==> src/rtl/blit_memarb_pkg.sv <==
// Shared types and constants for the blitter memory-port arbiter.
// Holds the FSM encoding, the bus widths and the saturating grant-streak helper.
package blit_pkg;

    localparam int ADDR_W       = 18;
    localparam int DATA_W       = 16;
    localparam int DISP_MAX_DEF = 4;

    typedef enum logic [1:0] {
        ST_IDLE = 2'd0,
        ST_DISP = 2'd1,
        ST_CPU  = 2'd2
    } arb_state_e;

    // Count one more display grant, holding at the limit.
    function automatic logic [3:0] streak_inc(input logic [3:0] cur, input logic [3:0] lim);
        logic [3:0] res;
        if (cur >= lim) begin
            res = lim;
        end else begin
            res = cur + 4'd1;
        end
        return res;
    endfunction

endpackage

==> src/rtl/blit_memarb_if.sv <==
// Bundle of the display, CPU and memory-controller handshakes around the arbiter.
// The slave modport is the arbiter's view; master is the surrounding system.
interface blit_memarb_if;
    import blit_pkg::*;

    logic              disp_req;
    logic [ADDR_W-1:0] disp_addr;
    logic              disp_ack;
    logic [DATA_W-1:0] disp_rdata;

    logic              cpu_req;
    logic              cpu_we;
    logic [ADDR_W-1:0] cpu_addr;
    logic [DATA_W-1:0] cpu_wdata;
    logic [1:0]        cpu_wstrb;
    logic              cpu_ack;
    logic [DATA_W-1:0] cpu_rdata;

    logic              mem_req;
    logic              mem_we;
    logic [ADDR_W-1:0] mem_addr;
    logic [DATA_W-1:0] mem_wdata;
    logic [1:0]        mem_wstrb;
    logic              mem_ack;
    logic [DATA_W-1:0] mem_rdata;

    modport slave (
        input  disp_req, disp_addr, cpu_req, cpu_we, cpu_addr, cpu_wdata, cpu_wstrb,
        input  mem_ack, mem_rdata,
        output disp_ack, disp_rdata, cpu_ack, cpu_rdata,
        output mem_req, mem_we, mem_addr, mem_wdata, mem_wstrb
    );

    modport master (
        output disp_req, disp_addr, cpu_req, cpu_we, cpu_addr, cpu_wdata, cpu_wstrb,
        output mem_ack, mem_rdata,
        input  disp_ack, disp_rdata, cpu_ack, cpu_rdata,
        input  mem_req, mem_we, mem_addr, mem_wdata, mem_wstrb
    );

endinterface

==> src/rtl/blit_memarb.sv <==
// Two-requester arbiter for the shared 16-bit memory port: display has priority,
// but after DISP_MAX consecutive display grants with the CPU waiting, the CPU gets a turn.
module blit_memarb
    import blit_pkg::*;
#(
    parameter int DISP_MAX = DISP_MAX_DEF
) (
    input  logic         clk,
    input  logic         rst,
    blit_memarb_if.slave bus
);

    localparam logic [3:0] STREAK_LIM = 4'(DISP_MAX);

    arb_state_e        state_r;
    arb_state_e        state_nxt_s;

    logic              dp_pend_r;
    logic [ADDR_W-1:0] dp_addr_r;
    logic [3:0]        streak_r;

    logic              mem_req_r;
    logic              mem_we_r;
    logic [ADDR_W-1:0] mem_addr_r;
    logic [DATA_W-1:0] mem_wdata_r;
    logic [1:0]        mem_wstrb_r;
    logic              disp_ack_r;
    logic [DATA_W-1:0] disp_rdata_r;
    logic              cpu_ack_r;
    logic [DATA_W-1:0] cpu_rdata_r;

    logic              disp_valid_s;
    logic              cpu_turn_s;
    logic [ADDR_W-1:0] disp_addr_sel_s;
    logic              grant_disp_s;
    logic              grant_cpu_s;
    logic              done_s;

    // A fresh pulse bypasses the latch so an idle port is granted without an extra cycle.
    assign disp_valid_s    = dp_pend_r | bus.disp_req;
    assign disp_addr_sel_s = bus.disp_req ? bus.disp_addr : dp_addr_r;
    assign cpu_turn_s      = bus.cpu_req & (streak_r == STREAK_LIM);

    // FSM state register
    always_ff @(posedge clk or posedge rst) begin
        if (rst) begin
            state_r <= ST_IDLE;
        end else begin
            state_r <= state_nxt_s;
        end
    end

    // Next-state, grant selection and transaction completion
    always_comb begin
        state_nxt_s  = state_r;
        grant_disp_s = 1'b0;
        grant_cpu_s  = 1'b0;
        done_s       = 1'b0;
        case (state_r)
            ST_IDLE: begin
                if (disp_valid_s && !cpu_turn_s) begin
                    grant_disp_s = 1'b1;
                    state_nxt_s  = ST_DISP;
                end else if (bus.cpu_req) begin
                    grant_cpu_s = 1'b1;
                    state_nxt_s = ST_CPU;
                end else begin
                    state_nxt_s = ST_IDLE;
                end
            end
            ST_DISP, ST_CPU: begin
                if (bus.mem_ack) begin
                    done_s      = 1'b1;
                    state_nxt_s = ST_IDLE;
                end else begin
                    state_nxt_s = state_r;
                end
            end
            default: begin
                state_nxt_s = ST_IDLE;
            end
        endcase
    end

    // One-deep display request latch; a pulse while pending overwrites the address
    always_ff @(posedge clk or posedge rst) begin
        if (rst) begin
            dp_pend_r <= 1'b0;
            dp_addr_r <= '0;
        end else if (grant_disp_s) begin
            dp_pend_r <= 1'b0;
        end else if (bus.disp_req) begin
            dp_pend_r <= 1'b1;
            dp_addr_r <= bus.disp_addr;
        end else begin
            dp_pend_r <= dp_pend_r;
        end
    end

    // Consecutive display grants counted only while the CPU is waiting
    always_ff @(posedge clk or posedge rst) begin
        if (rst) begin
            streak_r <= 4'd0;
        end else if (grant_disp_s) begin
            streak_r <= bus.cpu_req ? streak_inc(streak_r, STREAK_LIM) : 4'd0;
        end else if (grant_cpu_s) begin
            streak_r <= 4'd0;
        end else begin
            streak_r <= streak_r;
        end
    end

    // Memory command issue, read-data capture and requester ack pulses
    always_ff @(posedge clk or posedge rst) begin
        if (rst) begin
            mem_req_r    <= 1'b0;
            mem_we_r     <= 1'b0;
            mem_addr_r   <= '0;
            mem_wdata_r  <= '0;
            mem_wstrb_r  <= 2'b00;
            disp_ack_r   <= 1'b0;
            disp_rdata_r <= '0;
            cpu_ack_r    <= 1'b0;
            cpu_rdata_r  <= '0;
        end else begin
            disp_ack_r <= done_s && (state_r == ST_DISP);
            cpu_ack_r  <= done_s && (state_r == ST_CPU);
            if (done_s) begin
                mem_req_r <= 1'b0;
                if (state_r == ST_DISP) begin
                    disp_rdata_r <= bus.mem_rdata;
                end else if (!mem_we_r) begin
                    cpu_rdata_r <= bus.mem_rdata;
                end else begin
                    cpu_rdata_r <= cpu_rdata_r;
                end
            end else if (grant_disp_s) begin
                mem_req_r   <= 1'b1;
                mem_we_r    <= 1'b0;
                mem_addr_r  <= disp_addr_sel_s;
                mem_wdata_r <= '0;
                mem_wstrb_r <= 2'b11;
            end else if (grant_cpu_s) begin
                mem_req_r   <= 1'b1;
                mem_we_r    <= bus.cpu_we;
                mem_addr_r  <= bus.cpu_addr;
                mem_wdata_r <= bus.cpu_wdata;
                mem_wstrb_r <= bus.cpu_wstrb;
            end else begin
                mem_req_r <= mem_req_r;
            end
        end
    end

    assign bus.mem_req    = mem_req_r;
    assign bus.mem_we     = mem_we_r;
    assign bus.mem_addr   = mem_addr_r;
    assign bus.mem_wdata  = mem_wdata_r;
    assign bus.mem_wstrb  = mem_wstrb_r;
    assign bus.disp_ack   = disp_ack_r;
    assign bus.disp_rdata = disp_rdata_r;
    assign bus.cpu_ack    = cpu_ack_r;
    assign bus.cpu_rdata  = cpu_rdata_r;

endmodule

==> src/flat_wrapper.sv <==
// flat-port wrapper written by rule: the top's interface ports become plain ports
module blit_memarb_flat import blit_pkg::*;
#(
    parameter int DISP_MAX = DISP_MAX_DEF
)
  (clk, rst, bus_disp_req, bus_disp_addr, bus_cpu_req, bus_cpu_we, bus_cpu_addr, bus_cpu_wdata, bus_cpu_wstrb, bus_mem_ack, bus_mem_rdata, bus_disp_ack, bus_disp_rdata, bus_cpu_ack, bus_cpu_rdata, bus_mem_req, bus_mem_we, bus_mem_addr, bus_mem_wdata, bus_mem_wstrb);
  blit_memarb_if bus_i ();
  input  logic clk;
  input  logic rst;
  input wire logic [$bits(bus_i.disp_req)-1:0] bus_disp_req;
  input wire logic [$bits(bus_i.disp_addr)-1:0] bus_disp_addr;
  input wire logic [$bits(bus_i.cpu_req)-1:0] bus_cpu_req;
  input wire logic [$bits(bus_i.cpu_we)-1:0] bus_cpu_we;
  input wire logic [$bits(bus_i.cpu_addr)-1:0] bus_cpu_addr;
  input wire logic [$bits(bus_i.cpu_wdata)-1:0] bus_cpu_wdata;
  input wire logic [$bits(bus_i.cpu_wstrb)-1:0] bus_cpu_wstrb;
  input wire logic [$bits(bus_i.mem_ack)-1:0] bus_mem_ack;
  input wire logic [$bits(bus_i.mem_rdata)-1:0] bus_mem_rdata;
  output wire logic [$bits(bus_i.disp_ack)-1:0] bus_disp_ack;
  output wire logic [$bits(bus_i.disp_rdata)-1:0] bus_disp_rdata;
  output wire logic [$bits(bus_i.cpu_ack)-1:0] bus_cpu_ack;
  output wire logic [$bits(bus_i.cpu_rdata)-1:0] bus_cpu_rdata;
  output wire logic [$bits(bus_i.mem_req)-1:0] bus_mem_req;
  output wire logic [$bits(bus_i.mem_we)-1:0] bus_mem_we;
  output wire logic [$bits(bus_i.mem_addr)-1:0] bus_mem_addr;
  output wire logic [$bits(bus_i.mem_wdata)-1:0] bus_mem_wdata;
  output wire logic [$bits(bus_i.mem_wstrb)-1:0] bus_mem_wstrb;
  assign bus_i.disp_req = bus_disp_req;
  assign bus_i.disp_addr = bus_disp_addr;
  assign bus_i.cpu_req = bus_cpu_req;
  assign bus_i.cpu_we = bus_cpu_we;
  assign bus_i.cpu_addr = bus_cpu_addr;
  assign bus_i.cpu_wdata = bus_cpu_wdata;
  assign bus_i.cpu_wstrb = bus_cpu_wstrb;
  assign bus_i.mem_ack = bus_mem_ack;
  assign bus_i.mem_rdata = bus_mem_rdata;
  assign bus_disp_ack = bus_i.disp_ack;
  assign bus_disp_rdata = bus_i.disp_rdata;
  assign bus_cpu_ack = bus_i.cpu_ack;
  assign bus_cpu_rdata = bus_i.cpu_rdata;
  assign bus_mem_req = bus_i.mem_req;
  assign bus_mem_we = bus_i.mem_we;
  assign bus_mem_addr = bus_i.mem_addr;
  assign bus_mem_wdata = bus_i.mem_wdata;
  assign bus_mem_wstrb = bus_i.mem_wstrb;
  blit_memarb #(.DISP_MAX(DISP_MAX)) u_core (.clk(clk), .rst(rst), .bus(bus_i));
endmodule
==> config.mk <==
export PLATFORM = sky130hd
export DESIGN_NAME = blit_memarb_flat
export DESIGN_NICKNAME = d
export VERILOG_FILES = /design/src/rtl/blit_memarb_pkg.sv /design/src/rtl/blit_memarb_if.sv /design/src/rtl/blit_memarb.sv /design/src/flat_wrapper.sv
export SDC_FILE = /design/constraint.sdc
export NUM_CORES = 1
export LEC_CHECK = 0
export ABC_CLOCK_PERIOD_IN_PS = 3200
export CAP_MARGIN = 10
export CORE_ASPECT_RATIO = 1.4
export CORE_MARGIN = 10
export CORE_UTILIZATION = 42
export CTS_BUF_LIST = sky130_fd_sc_hd__clkbuf_8
export CTS_CLUSTER_SIZE = 25
export DETAILED_ROUTE_END_ITERATION = 10
export PLACE_DENSITY = 0.78
export SLEW_MARGIN = 20
export SYNTH_ARGS = -nofsm -noshare
export SYNTH_HDL_FRONTEND = slang
export SYNTH_SLANG_ARGS = --single-unit
==> constraint.sdc <==
create_clock -name clk -period 3.2 [get_ports clk]
set_input_delay 0.64 -clock clk [delete_from_list [all_inputs] [get_ports clk]]
set_output_delay 0.64 -clock clk [all_outputs]
set_load 0.02 [all_outputs]
== After elaboration in Yosys (flattened, before gate mapping) ==
Index checks and enable logic that the tools add are counted.
Cells by class
  add/sub/neg operators: 1
  $lt $le $gt $ge: 1
  equal/unequal tests: 4
  multiplexer cells: 29
  bitwise gates (word level): 5
  reduce and logical (&&, ||, !) cells: 12
Operators by type and width (number)
  $mux W18: 3
  $mux W16: 2
  $mux W4: 4
  $mux W1: 14
  $mux W2: 5
  $add A4 B1 Y4 const B: 1
  $eq A4 B3 Y1 const B: 1
  $ge A4 B3 Y1 const B: 1
  $pmux W2 S2: 1
  $reduce_and A2 Y1: 2
  $reduce_bool A2 Y1: 2
  $logic_and A1 B1 Y1: 3
  $not A1 Y1: 3
  $reduce_and A3 Y1: 1
  $reduce_bool A3 Y1: 1
  $eq A2 B1 Y1 const B: 1
  $eq A2 B2 Y1 const B: 1
  $logic_not A2 Y1: 1
  $ne A2 B2 Y1 const B: 1
  $reduce_or A2 Y1: 1
  $and A1 B1 Y1: 1
  $logic_not A1 Y1: 1
  $or A1 B1 Y1: 1
Storage, ports and cells
  register bits after elaboration: 97
  bits of input ports: 76
  output and inout bits: 72

== Logic depth before layout (Yosys ltp) ==
  word-level depth: 9
  mapped depth: 8
  mapped depth without buffers: 5

== Worst setup path before layout ==
OpenSTA, ideal clock, no wires.
  path type: register to register
  from: register u_core.state_r[0]
  to: register u_core.cpu_rdata_r[10] (netlist: u_core.bus.cpu_rdata[10])
  data arrival time: 1.692 ns
  data required time: 3.075 ns
  path slack: 1.383 ns
  cell stages (with the launch flop): 7
  path buffers: 1
  cells stage by stage: dfrtp_1 inv_1 ha_1 nand2_1 nor3_2 buf_2 mux2_2
Between the ends
  cells in the longest elaborated chain, start to end: 4
  elaborated cells between the ends (all ways): 6
RTL lines
  from (decl): line blit_memarb.sv:15  | arb_state_e state_r;
  from (signal assigned): line blit_memarb.sv:49  | state_r <= state_nxt_s;
  $eq A2 B2 Y1 or $eq A2 B1 Y1 (tied branches): line blit_memarb.sv:59, blit_memarb.sv:130
  $reduce_or A2 Y1: line blit_memarb.sv:59  | case (state_r)
  $mux W1: line blit_memarb.sv:59
  $reduce_and A3 Y1 (no source line) *
  to (signal assigned): line blit_memarb.sv:133  | cpu_rdata_r <= bus.mem_rdata;
  to (signal assigned): line blit_memarb.sv:135  | cpu_rdata_r <= cpu_rdata_r;
  to (decl): line blit_memarb.sv:30  | logic [DATA_W-1:0] cpu_rdata_r;
Mark *: on every way between the ends. The rest lies on a longest branch, timed or not.
A chain may end at the register's enable or synchronous reset.

== Worst setup path after layout ==
  from: input bus_cpu_req
  to: register u_core.dp_addr_r[0]
Between the ends
  cells in the longest elaborated chain, start to end: 5
RTL lines
  from (decl): line flat_wrapper.sv:12  | input wire logic [$bits(bus_i.cpu_req)-1:0] bus_cpu_req;
  $and A1 B1 Y1: line blit_memarb.sv:42  | assign cpu_turn_s = bus.cpu_req & (streak_r == STREAK_LIM);
  $logic_not A1 Y1: line blit_memarb.sv:61  | if (disp_valid_s && !cpu_turn_s) begin
  $logic_and A1 B1 Y1: line blit_memarb.sv:61
  $mux W1: line blit_memarb.sv:61
  $mux W1: line blit_memarb.sv:59
  to (signal assigned): line blit_memarb.sv:94  | dp_addr_r <= bus.disp_addr;
  to (decl): line blit_memarb.sv:19  | logic [ADDR_W-1:0] dp_addr_r;
No other way between the ends.

==> parameters.txt <==
Parameter                              Value

Run status
  Run status    completed

Clocking
  Setup repair bufs after CTS    0
  Max Root-Sink Buffers    2
  Clock edge transition at the registers on the reported setup and hold paths    0.09 ns
  Clock root cell    clkbuf_8
  Total of cells resized after clock tree synthesis    0
  Latest clock arrival within the worst-skew pair    0.35 ns
  Hold bufs inserted after CTS    0
  CTS buffer count    9
  Level count of the clock H-tree    3
  TritonCTS clock tree    done
  CTS Sinks    between 90 and 100

Detailed routing
  Violation count after the first detailed-route iteration    approximately 130
  Number of vias in the routed layout    3,192
  Total wire length    between 10,000 and 15,000 µm
  First-pass detailed-route iteration total    6
  DRC Markers    0
  Number of vias per cell after detailed routing    5.20
  Routed WL per cell    between 15 and 20 µm
  Remaining antenna violation count after routing    0

Worst setup path
  Cell type of the slowest stage on the worst timing path    clkdlybuf4s50_1
  Largest fanout of any net on the critical path    18
  Critical path cell sequence    clkdlybuf4s50_1 -> nand4b_4 -> a21boi_4 -> mux2_2
  CP peak stage delay    0.66 ns
  Startpoint Class    primary input
  WP data arrival    ~2.5 ns
  Type of destination of the critical path    register
  Path type of the worst setup path    primary input to register
  Data required time at the worst endpoint    3.43 ns

Placement
  Placer congestion estimate    0.787
  Post-DP HPWL    8680 µm
  Dpl cell area    0.00588 mm²
  Input/output buffers    147

Power
  Switching power share of the total    0.373
  Maximum resistive drop on vdd    0.492 mV
  Switch Pwr    2.33 mW
  Share of power burned in the clock network    0.151
  Reg power frac    0.339
  Leakage power figure    2.57 nW
  PD cells    1020 mW/mm²
  Power Internal    3.92 mW
  Combinational cell fraction of total power    0.510

Synth
  Yosys warning total    0
  Proportion of synthesized chip area in sequential cells    0.568
  Top-area cell type share of the netlist area    0.568
  Gate count after technology mapping    approximately 330
  Syn Nets    around 410
  Cell taking the most area after synthesis    dfrtp_1
  Most frequent cells after synthesis    dfrtp_1 (97), mux2_2 (68), a21oi_1 (20), o31ai_1 (20), o21ai_0 (19)
  Most frequently used cell type in the post-synthesis netlist    dfrtp_1
  Dominant register cell in the synthesized netlist    dfrtp_1
  Cell area after synthesis    0.00427 mm²
  Top post-synthesis cells by area    dfrtp_1 (57%), mux2_2 (18%), o31ai_1 (3.5%)
  FFs w/ async S/R, synth    1.00
  Per-instance average area after synthesis    13.1 µm²
  #FFs+latches synth    slightly below 100
  Post-synth cell types    31
  Post-synth EDFFs    0

Min path
  Min-Delay Path Class    register to register

GRT
  Number of antenna violations at the first check in global routing    0
  Pin count of the biggest net entering global routing    51
  Vias in the first global route    roughly 3,500
  Residual overflow from global routing    0
  First-pass GRT wire length    18,600 µm
  Overall global routing resource usage    0.155

STA
  Final Hold Fails    0
  Max Clk Rate    434 MHz
  Max Clock Skew    0.0108 ns
  Setup TNS    0 ns
  Transition at the pin with the smallest max-transition slack    0.873 ns
  # setup viols final    0
  Normalized max-slew margin    0.418
  Unrepaired setup endpoints after global routing    false
  Tmin final    approximately 2.3 ns
  Max-slew violation count    0
  Final clock period utilization by the worst path    0.720

Die
  # rows    43
  Die extent in y    139 µm
  Area of the core    0.00995 mm²
  Starting utilization of the core area    0.429
  Floorplan die area    0.0147 mm²
  Chip width    about 110 µm
  Ports    148

Finish
  Layout overhead on the synthesized area    43.3%
  Final non-filler cell area    between 0.006 and 0.007 mm²
  Antenna Diode Count    0
  Number of filler instances in the final layout    around 800
  Sequential cell area in the final layout    0.00243 mm²
  Multi-input logic area    roughly 0.0017 mm²
  Number of nets in the final layout    555
  Layout cells sized above 1    0.221

Flow run
  Max-cap violation count    0
## placed cells by master, fill, tap and decap left out, types with 2 or more instances in the layout
cell and instances:
clkdlybuf4s50_1 147, dfrtp_1 97, mux2_2 68, a21oi_1 20, o31ai_1 20, o21ai_0 19
nor3_1 18, a22o_1 17, buf_4 10, inv_1 9, clkbuf_8 9, nand2_1 6
ha_1 5, nand2b_1 3, o21ai_2 3, nor2_1 3, bufinv_16 3, a2bb2oi_1 2
and2_1 2, clkinv_2 2
## power by group through the flow
stage	Clock, mW	Sequential, mW	Combinational, mW
floorplan	0	2.63	1.42
global placement	0	2.12	3.14
detailed placement	0	2.15	3.24
CTS	0.966	2.12	3.24
global route	1.03	2.20	3.43
finish	0.946	2.12	3.19
## worst max-delay path, delay by kind of cell
family          cells  cell delay [ns]
mux                 1             0.41
compound gates      1             0.57
simple gates        1             0.26
buf+inv             1             0.66
## state kept, by name, summed over array words and instances, names as in the netlist, 2 cells and up
signal and flops:
u_core.bus.mem_addr 18, u_core.dp_addr_r 18, u_core.bus.cpu_rdata 16, u_core.bus.disp_rdata 16, u_core.bus.mem_wdata 16, u_core.streak_r 4
u_core.bus.mem_wstrb 2, u_core.state_r 2
## area by class of cell
| type | count | share of cell area |
|---|---|---|
| clock inverter | 7 | 0.0190 |
| sequential | 97 | 0.397 |
| multi-input combinational | 198 | 0.274 |
| timing repair buffer | 158 | 0.256 |
| tap | 135 | 0.0276 |
| inverter | 10 | 0.00654 |
| clock buffer | 9 | 0.0202 |
## final timing paths
kind,from,end,slack [ns],cells past startpoint
worst max-delay path,bus_cpu_req,u_core.dp_addr_r[0],0.89,4
worst min register to register,u_core.bus.disp_rdata[10],u_core.bus.disp_rdata[10],0.51,1
min in group asynchronous,rst,u_core.bus.mem_wdata[9],0.71,2
worst max register to register,u_core.state_r[0],u_core.bus.mem_wstrb[1],0.99,6
worst min-delay path,u_core.bus.disp_rdata[10],u_core.bus.disp_rdata[10],0.51,1
max in group asynchronous,rst,u_core.bus.mem_addr[0],1.79,3
## stage by stage
step           hold slack, ns   util  setup slack (ns)  std cells  total power [mW]
2_1_floorplan           0.475      -            0.0263        327              4.05
3_3_place_gp            0.486  0.591             0.572        598              5.27
3_5_place_dp            0.492  0.591             0.508        598              5.38
4_1_cts                 0.513  0.615             0.891        614              6.33
5_1_grt                 0.532  0.615             0.770        614              6.65
6_report                0.509  0.615             0.895        614              6.25
## routing by layer
| layer | wire (µm) | up-vias | part of all wire | track usage |
|---|---|---|---|---|
| li1 | - | 1488 | - | - |
| met1 | 4580 | 1574 | 0.40 | 0.176 |
| met2 | 5860 | 115 | 0.51 | 0.266 |
| met3 | 778 | 15 | 0.068 | 0.0490 |
| met4 | 210 | 0 | 0.018 | 0.0551 |
| met5 | 0 | - | 0 | 0 |
## kinds of logic (layout without fill, tap and decap cells)
kind of cell,count (synthesis),after routing,synth area share
flops,97,97,0.568
compound gates,86,86,0.144
mux,68,68,0.179
simple gates,39,39,0.0542
buf+inv,32,184,0.0393
fa+ha+maj,5,5,0.0146
(Power assumes the default switching activity.)
